--- config.mk ---
export PLATFORM = sky130hd
export DESIGN_NAME = systolic_array_os_ctrl_flat
export DESIGN_NICKNAME = d
export VERILOG_FILES = /design/src/rtl/sa_ctrl_pkg.sv /design/src/rtl/systolic_array_os_ctrl_if.sv /design/src/rtl/sa_skew_line.sv /design/src/rtl/systolic_array_os_ctrl.sv /design/src/flat_wrapper.sv
export SDC_FILE = /design/constraint.sdc
export NUM_CORES = 1
export LEC_CHECK = 0
export ABC_AREA = 1
export BUFFER_PORTS_ARGS = -buffer_cell sky130_fd_sc_hd__buf_2
export CORE_MARGIN = 2
export CORE_UTILIZATION = 40
export CTS_CLUSTER_DIAMETER = 200
export DETAILED_ROUTE_END_ITERATION = 10
export MAX_ROUTING_LAYER = met4
export SYNTH_ARGS = -nofsm -noshare
export SYNTH_HDL_FRONTEND = slang
export SYNTH_HIERARCHICAL = 1
export SYNTH_SLANG_ARGS = --single-unit
--- constraint.sdc ---
create_clock -name clk -period 2.5 [get_ports clk]
set_clock_uncertainty 0.05 [all_clocks]
set_input_delay 0.5 -clock clk [delete_from_list [all_inputs] [get_ports clk]]
set_output_delay 0.5 -clock clk [all_outputs]
set_load 0.01 [all_outputs]
--- src/rtl/sa_ctrl_pkg.sv ---
// ============================================================================
// Module      : sa_ctrl_pkg
// Description : Shared state and PE command encodings for the systolic
//               array sequencer.
// Revision    : 1.0 - initial release
// ============================================================================
`default_nettype none

package sa_ctrl_pkg;

   typedef enum logic [2:0] {
      IDLE  = 3'd0,
      FEED  = 3'd1,
      WAIT  = 3'd2,
      FLUSH = 3'd3,
      DRAIN = 3'd4,
      DONE  = 3'd5
   } state_e;

   localparam logic [1:0] CMD_IDLE  = 2'b00;
   localparam logic [1:0] CMD_ACC   = 2'b01;
   localparam logic [1:0] CMD_FLUSH = 2'b11;

endpackage

`default_nettype wire

--- src/rtl/systolic_array_os_ctrl_if.sv ---
// ============================================================================
// Module      : systolic_array_os_ctrl_if
// Description : Scheduler, operand-buffer and array-edge signals of the
//               systolic array sequencer.
// Revision    : 1.0 - initial release
// ============================================================================
`default_nettype none

interface systolic_array_os_ctrl_if #(
   parameter int SA_ROWS = 4,
   parameter int SA_COLS = 4,
   parameter int K_WIDTH = 16
);
   logic                   i_start;
   logic [K_WIDTH-1:0]     i_k_len;
   logic                   o_busy;
   logic                   o_done;
   logic                   o_err;
   logic                   o_rd_en;
   logic [K_WIDTH-1:0]     o_rd_addr;
   logic [SA_ROWS-1:0]     o_valid_left;
   logic [SA_ROWS-1:0]     o_cmd_left;
   logic [SA_COLS-1:0]     o_valid_top;
   logic [2*SA_COLS-1:0]   o_cmd_top;
   logic [SA_COLS-1:0]     i_valid_down;

   modport master (
      input  i_start, i_k_len, i_valid_down,
      output o_busy, o_done, o_err, o_rd_en, o_rd_addr,
             o_valid_left, o_cmd_left, o_valid_top, o_cmd_top
   );

   modport slave (
      output i_start, i_k_len, i_valid_down,
      input  o_busy, o_done, o_err, o_rd_en, o_rd_addr,
             o_valid_left, o_cmd_left, o_valid_top, o_cmd_top
   );
endinterface

`default_nettype wire

--- src/rtl/sa_skew_line.sv ---
// ============================================================================
// Module      : sa_skew_line
// Description : Triangular shift register; lane i is the input delayed by
//               i cycles.
// Revision    : 1.0 - initial release
// ============================================================================
`default_nettype none

module sa_skew_line #(
   parameter int LANES = 4,
   parameter int W     = 1
) (
   input  wire logic                 clk,
   input  wire logic                 rst,
   input  wire logic [W-1:0]         i_data,
   output logic      [LANES*W-1:0]   o_lanes
);

   for (genvar i = 0; i < LANES; i++) begin : g_lane
      if (i == 0) begin : g_pass
         assign o_lanes[0 +: W] = i_data;
      end else begin : g_dly
         logic [W-1:0] sr_q [i];
         logic [W-1:0] sr_d [i];

         always_comb begin
            sr_d[0] = i_data;
            for (int j = 1; j < i; j++) begin
               sr_d[j] = sr_q[j-1];
            end
         end

         always_ff @(posedge clk or posedge rst) begin
            if (rst) begin
               sr_q <= '{default: '0};
            end else begin
               sr_q <= sr_d;
            end
         end

         assign o_lanes[i*W +: W] = sr_q[i-1];
      end
   end

endmodule

`default_nettype wire

--- src/rtl/systolic_array_os_ctrl.sv ---
// ============================================================================
// Module      : systolic_array_os_ctrl
// Description : Output-stationary systolic array sequencer: feed, wait,
//               flush and drain phases with skewed edge wavefronts.
// Revision    : 1.0 - initial release
// ============================================================================
`default_nettype none

module systolic_array_os_ctrl
   import sa_ctrl_pkg::*;
#(
   parameter int SA_ROWS = 4,
   parameter int SA_COLS = 4,
   parameter int K_WIDTH = 16,
   parameter int RD_LAT  = 1
) (
   input wire logic                clk,
   input wire logic                rst,
   systolic_array_os_ctrl_if.master bus
);

   localparam int WAIT_W = $clog2(SA_ROWS + SA_COLS + 1);
   localparam int DRN_W  = $clog2(SA_ROWS + 1);
   localparam logic [WAIT_W-1:0] WAIT_LAST  = WAIT_W'(SA_ROWS + SA_COLS - 2);
   localparam logic [WAIT_W-1:0] FLUSH_LAST = WAIT_W'(SA_ROWS - 1);
   localparam logic [DRN_W-1:0]  DRN_LAST   = DRN_W'(SA_ROWS - 1);

   state_e              state_q, state_d;
   logic [K_WIDTH-1:0]  k_q, k_d;
   logic [K_WIDTH-1:0]  addr_q, addr_d;
   logic                rd_en_q, rd_en_d;
   logic [WAIT_W-1:0]   cnt_q, cnt_d;
   logic [DRN_W-1:0]    drn_q, drn_d;
   logic                busy_q, busy_d;
   logic                done_q, done_d;
   logic                err_q, err_d;

   logic                w_base_valid;
   logic [1:0]          w_base_cmd;
   logic [SA_ROWS-1:0]  w_valid_left;
   logic                w_unused_down;

   always_comb begin
      state_d = state_q;
      k_d     = k_q;
      addr_d  = addr_q;
      rd_en_d = rd_en_q;
      cnt_d   = cnt_q;
      drn_d   = drn_q;
      busy_d  = busy_q;
      done_d  = 1'b0;
      err_d   = 1'b0;
      case (state_q)
         IDLE: begin
            if (bus.i_start) begin
               if (bus.i_k_len == '0) begin
                  state_d = DONE;
                  done_d  = 1'b1;
                  err_d   = 1'b1;
               end else begin
                  state_d = FEED;
                  k_d     = bus.i_k_len;
                  addr_d  = '0;
                  rd_en_d = 1'b1;
                  busy_d  = 1'b1;
               end
            end
         end
         FEED: begin
            if (addr_q == k_q - K_WIDTH'(1)) begin
               state_d = WAIT;
               rd_en_d = 1'b0;
               addr_d  = '0;
               cnt_d   = '0;
            end else begin
               addr_d  = addr_q + K_WIDTH'(1);
            end
         end
         WAIT: begin
            if (cnt_q == WAIT_LAST) begin
               state_d = FLUSH;
               cnt_d   = '0;
            end else begin
               cnt_d   = cnt_q + WAIT_W'(1);
            end
         end
         FLUSH: begin
            if (cnt_q == FLUSH_LAST) begin
               state_d = DRAIN;
               cnt_d   = '0;
               drn_d   = '0;
            end else begin
               cnt_d   = cnt_q + WAIT_W'(1);
            end
         end
         DRAIN: begin
            // Only the last column's bottom-edge valid marks a drained row.
            if (bus.i_valid_down[SA_COLS-1]) begin
               if (drn_q == DRN_LAST) begin
                  state_d = DONE;
                  drn_d   = '0;
                  busy_d  = 1'b0;
                  done_d  = 1'b1;
               end else begin
                  drn_d   = drn_q + DRN_W'(1);
               end
            end
         end
         DONE: begin
            state_d = IDLE;
         end
         default: begin
            state_d = IDLE;
         end
      endcase
   end

   always_ff @(posedge clk or posedge rst) begin
      if (rst) begin
         state_q <= IDLE;
         k_q     <= '0;
         addr_q  <= '0;
         rd_en_q <= 1'b0;
         cnt_q   <= '0;
         drn_q   <= '0;
         busy_q  <= 1'b0;
         done_q  <= 1'b0;
         err_q   <= 1'b0;
      end else begin
         state_q <= state_d;
         k_q     <= k_d;
         addr_q  <= addr_d;
         rd_en_q <= rd_en_d;
         cnt_q   <= cnt_d;
         drn_q   <= drn_d;
         busy_q  <= busy_d;
         done_q  <= done_d;
         err_q   <= err_d;
      end
   end

   // Operand data returns RD_LAT cycles after the read enable.
   if (RD_LAT == 0) begin : g_lat0
      assign w_base_valid = rd_en_q;
   end else begin : g_lat
      logic [RD_LAT-1:0] lat_q, lat_d;

      always_comb begin
         lat_d = RD_LAT'({lat_q, rd_en_q});
      end

      always_ff @(posedge clk or posedge rst) begin
         if (rst) begin
            lat_q <= '0;
         end else begin
            lat_q <= lat_d;
         end
      end

      assign w_base_valid = lat_q[RD_LAT-1];
   end

   always_comb begin
      w_base_cmd = CMD_IDLE;
      if (w_base_valid) begin
         w_base_cmd = CMD_ACC;
      end else if (state_q == FLUSH) begin
         w_base_cmd = CMD_FLUSH;
      end
   end

   sa_skew_line #(.LANES(SA_ROWS), .W(1)) u_skew_left (
      .clk     (clk),
      .rst     (rst),
      .i_data  (w_base_valid),
      .o_lanes (w_valid_left)
   );

   sa_skew_line #(.LANES(SA_COLS), .W(1)) u_skew_top_valid (
      .clk     (clk),
      .rst     (rst),
      .i_data  (w_base_valid),
      .o_lanes (bus.o_valid_top)
   );

   sa_skew_line #(.LANES(SA_COLS), .W(2)) u_skew_top_cmd (
      .clk     (clk),
      .rst     (rst),
      .i_data  (w_base_cmd),
      .o_lanes (bus.o_cmd_top)
   );

   assign bus.o_valid_left = w_valid_left;
   assign bus.o_cmd_left   = w_valid_left;
   assign bus.o_busy       = busy_q;
   assign bus.o_done       = done_q;
   assign bus.o_err        = err_q;
   assign bus.o_rd_en      = rd_en_q;
   assign bus.o_rd_addr    = addr_q;

   assign w_unused_down = &{1'b0, bus.i_valid_down};

endmodule

`default_nettype wire

--- src/flat_wrapper.sv ---
// flat-port wrapper written by rule: the top's interface ports become plain ports
module systolic_array_os_ctrl_flat import sa_ctrl_pkg::*;
#(
   parameter int SA_ROWS = 4,
   parameter int SA_COLS = 4,
   parameter int K_WIDTH = 16,
   parameter int RD_LAT  = 1
)
  (clk, rst, bus_i_start, bus_i_k_len, bus_i_valid_down, bus_o_busy, bus_o_done, bus_o_err, bus_o_rd_en, bus_o_rd_addr, bus_o_valid_left, bus_o_cmd_left, bus_o_valid_top, bus_o_cmd_top);
  systolic_array_os_ctrl_if #(.SA_ROWS(SA_ROWS), .SA_COLS(SA_COLS), .K_WIDTH(K_WIDTH)) bus_i ();
  input wire logic clk;
  input wire logic rst;
  input wire logic [$bits(bus_i.i_start)-1:0] bus_i_start;
  input wire logic [$bits(bus_i.i_k_len)-1:0] bus_i_k_len;
  input wire logic [$bits(bus_i.i_valid_down)-1:0] bus_i_valid_down;
  output wire logic [$bits(bus_i.o_busy)-1:0] bus_o_busy;
  output wire logic [$bits(bus_i.o_done)-1:0] bus_o_done;
  output wire logic [$bits(bus_i.o_err)-1:0] bus_o_err;
  output wire logic [$bits(bus_i.o_rd_en)-1:0] bus_o_rd_en;
  output wire logic [$bits(bus_i.o_rd_addr)-1:0] bus_o_rd_addr;
  output wire logic [$bits(bus_i.o_valid_left)-1:0] bus_o_valid_left;
  output wire logic [$bits(bus_i.o_cmd_left)-1:0] bus_o_cmd_left;
  output wire logic [$bits(bus_i.o_valid_top)-1:0] bus_o_valid_top;
  output wire logic [$bits(bus_i.o_cmd_top)-1:0] bus_o_cmd_top;
  assign bus_i.i_start = bus_i_start;
  assign bus_i.i_k_len = bus_i_k_len;
  assign bus_i.i_valid_down = bus_i_valid_down;
  assign bus_o_busy = bus_i.o_busy;
  assign bus_o_done = bus_i.o_done;
  assign bus_o_err = bus_i.o_err;
  assign bus_o_rd_en = bus_i.o_rd_en;
  assign bus_o_rd_addr = bus_i.o_rd_addr;
  assign bus_o_valid_left = bus_i.o_valid_left;
  assign bus_o_cmd_left = bus_i.o_cmd_left;
  assign bus_o_valid_top = bus_i.o_valid_top;
  assign bus_o_cmd_top = bus_i.o_cmd_top;
  systolic_array_os_ctrl #(.SA_ROWS(SA_ROWS), .SA_COLS(SA_COLS), .K_WIDTH(K_WIDTH), .RD_LAT(RD_LAT)) u_core (.clk(clk), .rst(rst), .bus(bus_i));
endmodule
==> run_results.csv <==
group,metric,value,unit
status,outcome,"completed",
finish,layout_commonest_cell,"nand2_1",
finish,antenna_cells,0,
drt,drt_iter0_markers,169,
yosys,synth_edf_count,0,
yosys,yosys.area.top_type_share,43.6,%
setup_path,critPathKind,"reg2reg",
drt,routed_wl,7590,um
global_route,grtUsageTotal,18.6,%
setup_path,crit_arrival,2.41,ns
yosys,syn_area_per_cell,7.78,sq um
placed_design,hpwl,5740,um
cts,cts.sinks,59,
setup_path,rr_endpoint,"u_core/bus.o_rd_addr[7]",
yosys,synth_top_cell_by_area,"dfrtp_1",
cts,path_clk_slew,0.08,ns
global_route,grt_pass1_vias,2745,
timing,finalSetupViolations,0,
yosys,synth_area,3380,sq um
power,vdd_drop_max,0.399,mV
finish,layout_common_cells,"nand2_1, inv_1, buf_2, dfrtp_1, nor2_1",
floorplanning,row_count,33,
yosys,synth_area_leaders,"dfrtp_1, nand2_1, inv_1",
yosys,ys_types,30,
timing,relSlewSlack,64.4,%
drt,vias_per_cell,4.88,
timing,tightest_slew,0.532,ns
yosys,synth_fp_nets,463,
yosys,syn_inst,435,
cts,h-tree-depth,3,
finish,fin_nets,521,
finish,area_delta_synth_final,17.2,%
drt,via_count,2943,
placed_design,place_congestion,0.840,
timing,rsz0062_at_grt,"no",
setup_path,r2r_cells,13,
cts,cts_tree,"done",
global_route,grt_max_degree,34,
global_route,grt_overflow,0,
setup_path,cp-endpoint,"u_core/bus.o_rd_addr[7]",
setup_path,cp_data_required_time,2.68,ns
setup_path,crit_path_end_kind,"flip-flop",
setup_path,worstSetupStartpointType,"flip-flop",
min_path,hp-class,"reg2reg",
placed_design,port_buffers,59,
cts,cts_buffers,9,
setup_path,path_max_fanout,9,
timing,min_period,2.24,ns
drt,drcViolationCount,0,
yosys,seq_area_frac_synth,43.6,%
finish,fin_util,48.3,%
timing,fmax,447,MHz
floorplanning,die_h,96.0,um
job,max_cap_violations,0,
timing,hold_viol,0,
setup_path,ff2ff_setup_slack,0.26,ns
floorplanning,ioPinCount,63,
cts,postCtsSetupRepairBufs,0,
timing,fin_crit_sh,89.5,%
drt,ant_nets,0,
floorplanning,die_w,96.0,um
yosys,ys_ff_latch,59,
cts,ctsLongestPathBuffers,2,
floorplanning,coreArea,8220,sq um
finish,drive_gt1_share,19.7,%
timing,slew_viol_final,0,
power,leakagePower,2.02,nW
yosys,async_flop_share,100,%
timing,setup_tns,0,ns
setup_path,crit_start,"u_core/k_q[0]",
cts,cts-root-buf,"clkbuf_8",
drt,avgRoutedWirePerCell,12.6,um
floorplanning,initial_core_util,41.2,%
yosys,ys_warn_count,6,
floorplanning,dieArea,9210,sq um
yosys,synthFlopType,"dfrtp_1",
drt,firstDrtPassIters,4,
cts,clock_latency,0.34,ns
setup_path,r2r-start,"u_core/k_q[0]",
global_route,grt_pass1_wl,12800,um
power,p_per_area,1110,nW/um^2
global_route,antenna_found_initial,0,
## cell type report
class,count,area (sq um)
Fill cell,879,4250
Tap cell,105,131
Timing Repair Buffer,64,335
Sequential cell,59,1480
Clock inverter,7,77.6
Multi-Input combinational cell,296,1580
Clock buffer,9,124
Inverter,63,236
## worst min path at each step
stage,start,end,slack [ns],cells after the start
finish,u_core/u_skew_top_cmd/g_lane[3].g_dly.sr_d[3],u_core/u_skew_top_cmd/g_lane[3].g_dly.sr_d[1],0.33,0
global route,u_core/u_skew_top_cmd/g_lane[3].g_dly.sr_d[1],u_core/u_skew_top_cmd/o_lanes[7],0.34,0
CTS,u_core/u_skew_top_cmd/g_lane[3].g_dly.sr_d[3],u_core/u_skew_top_cmd/g_lane[3].g_dly.sr_d[1],0.32,0
detailed placement,u_core/u_skew_top_cmd/g_lane[3].g_dly.sr_d[3],u_core/u_skew_top_cmd/g_lane[3].g_dly.sr_d[1],0.30,0
global placement,u_core/u_skew_top_cmd/g_lane[3].g_dly.sr_d[2],u_core/u_skew_top_cmd/g_lane[3].g_dly.sr_d[0],0.30,0
floorplan,rst,u_core/u_skew_left/g_lane[3].g_dly.sr_d[0],0.20,1
## cell usage after synthesis (3+ instances only)
library cell	number
nor4_1	5
buf_2	5
nand3_1	29
ha_1	5
xor2_1	23
dfrtp_1	59
buf_4	10
a21oi_1	3
nor3_1	5
xnor2_1	12
o21ai_0	27
nand2_1	105
nand3b_1	8
nor2_1	45
nor2_2	4
nand2_2	3
inv_1	62
nand4_1	9
## logic make-up (layout without fill, tap and decap cells)
family                     count (synthesis)  after routing  synth area share (%)
buffers and inverters                     81            143                  10.3
and+or+nand+nor                          221            221                  29.5
xor gates and xnor gates                  35             35                  9.06
adders and majority gates                  5              5                  1.85
AOI/OAI and AO/OA                         34             35                  5.66
DFF                                       59             59                  43.6
## stage by stage
stage          hold slack (ns)  setup WS [ns]  cell area (sq um)  power (mW)  cells
2_1_floorplan            0.204          0.516               3380        3.06    435
3_3_place_gp             0.305          0.261               3730        3.44    585
3_5_place_dp             0.305          0.192               3730        3.50    585
4_1_cts                  0.323          0.175               3940        4.40    602
5_1_grt                  0.341         0.0145               3970        4.83    603
6_report                 0.325          0.264               3970        4.40    603
## state kept, by name, indices dropped and copies added, names as in the netlist, 2 cells and up
register                                   cells
u_core/state_q                                 3
u_core/u_skew_top_valid/g_lane.g_dly.sr_d      2
u_core/u_skew_top_cmd/o_lanes                  2
u_core/u_skew_top_cmd/g_lane.g_dly.sr_d        4
u_core/k_q                                    16
u_core/cnt_q                                   4
u_core/u_skew_left/g_lane.g_dly.sr_d           2
u_core/drn_q                                   3
u_core/bus.o_rd_addr                          16
## what timing repair did
item | CTS | global route
endpoints found under the hold margin | 6 | 0
gates resized for setup | 0 | 4
hold buffers | 1 | 0
endpoints found under the setup margin | 0 | 12
## layer usage
metal  wire length [um]  up-vias  global-route usage [%]
li1                   -     1482                       -
met1               3680     1350                    25.0
met2               3360       95                    27.4
met3                392       16                    3.05
met4                158        0                    8.93
met5                  0        -                       -
## worst max-delay path: stages (launching register included)
cell     delay [ns]
dfrtp_1        0.42
inv_1          0.13
ha_2           0.22
nand3_2        0.16
nor2_2         0.18
nand2_1        0.07
nand2_1        0.06
nand2_1        0.05
nor2_1         0.10
nand2_1        0.10
nor2_4         0.13
nand2_4        0.13
a21oi_4        0.24
nor2_1         0.08
## power by group
group	switching, mW	internal [mW]	leakage (nW)	total [mW]
registers	0.314	1.28	0.749	1.59
logic	1.20	0.730	1.17	1.93
clock network	0.416	0.466	0.0998	0.882
total	1.93	2.48	2.02	4.40
Note: power is estimated with default switching activity, not from simulation.
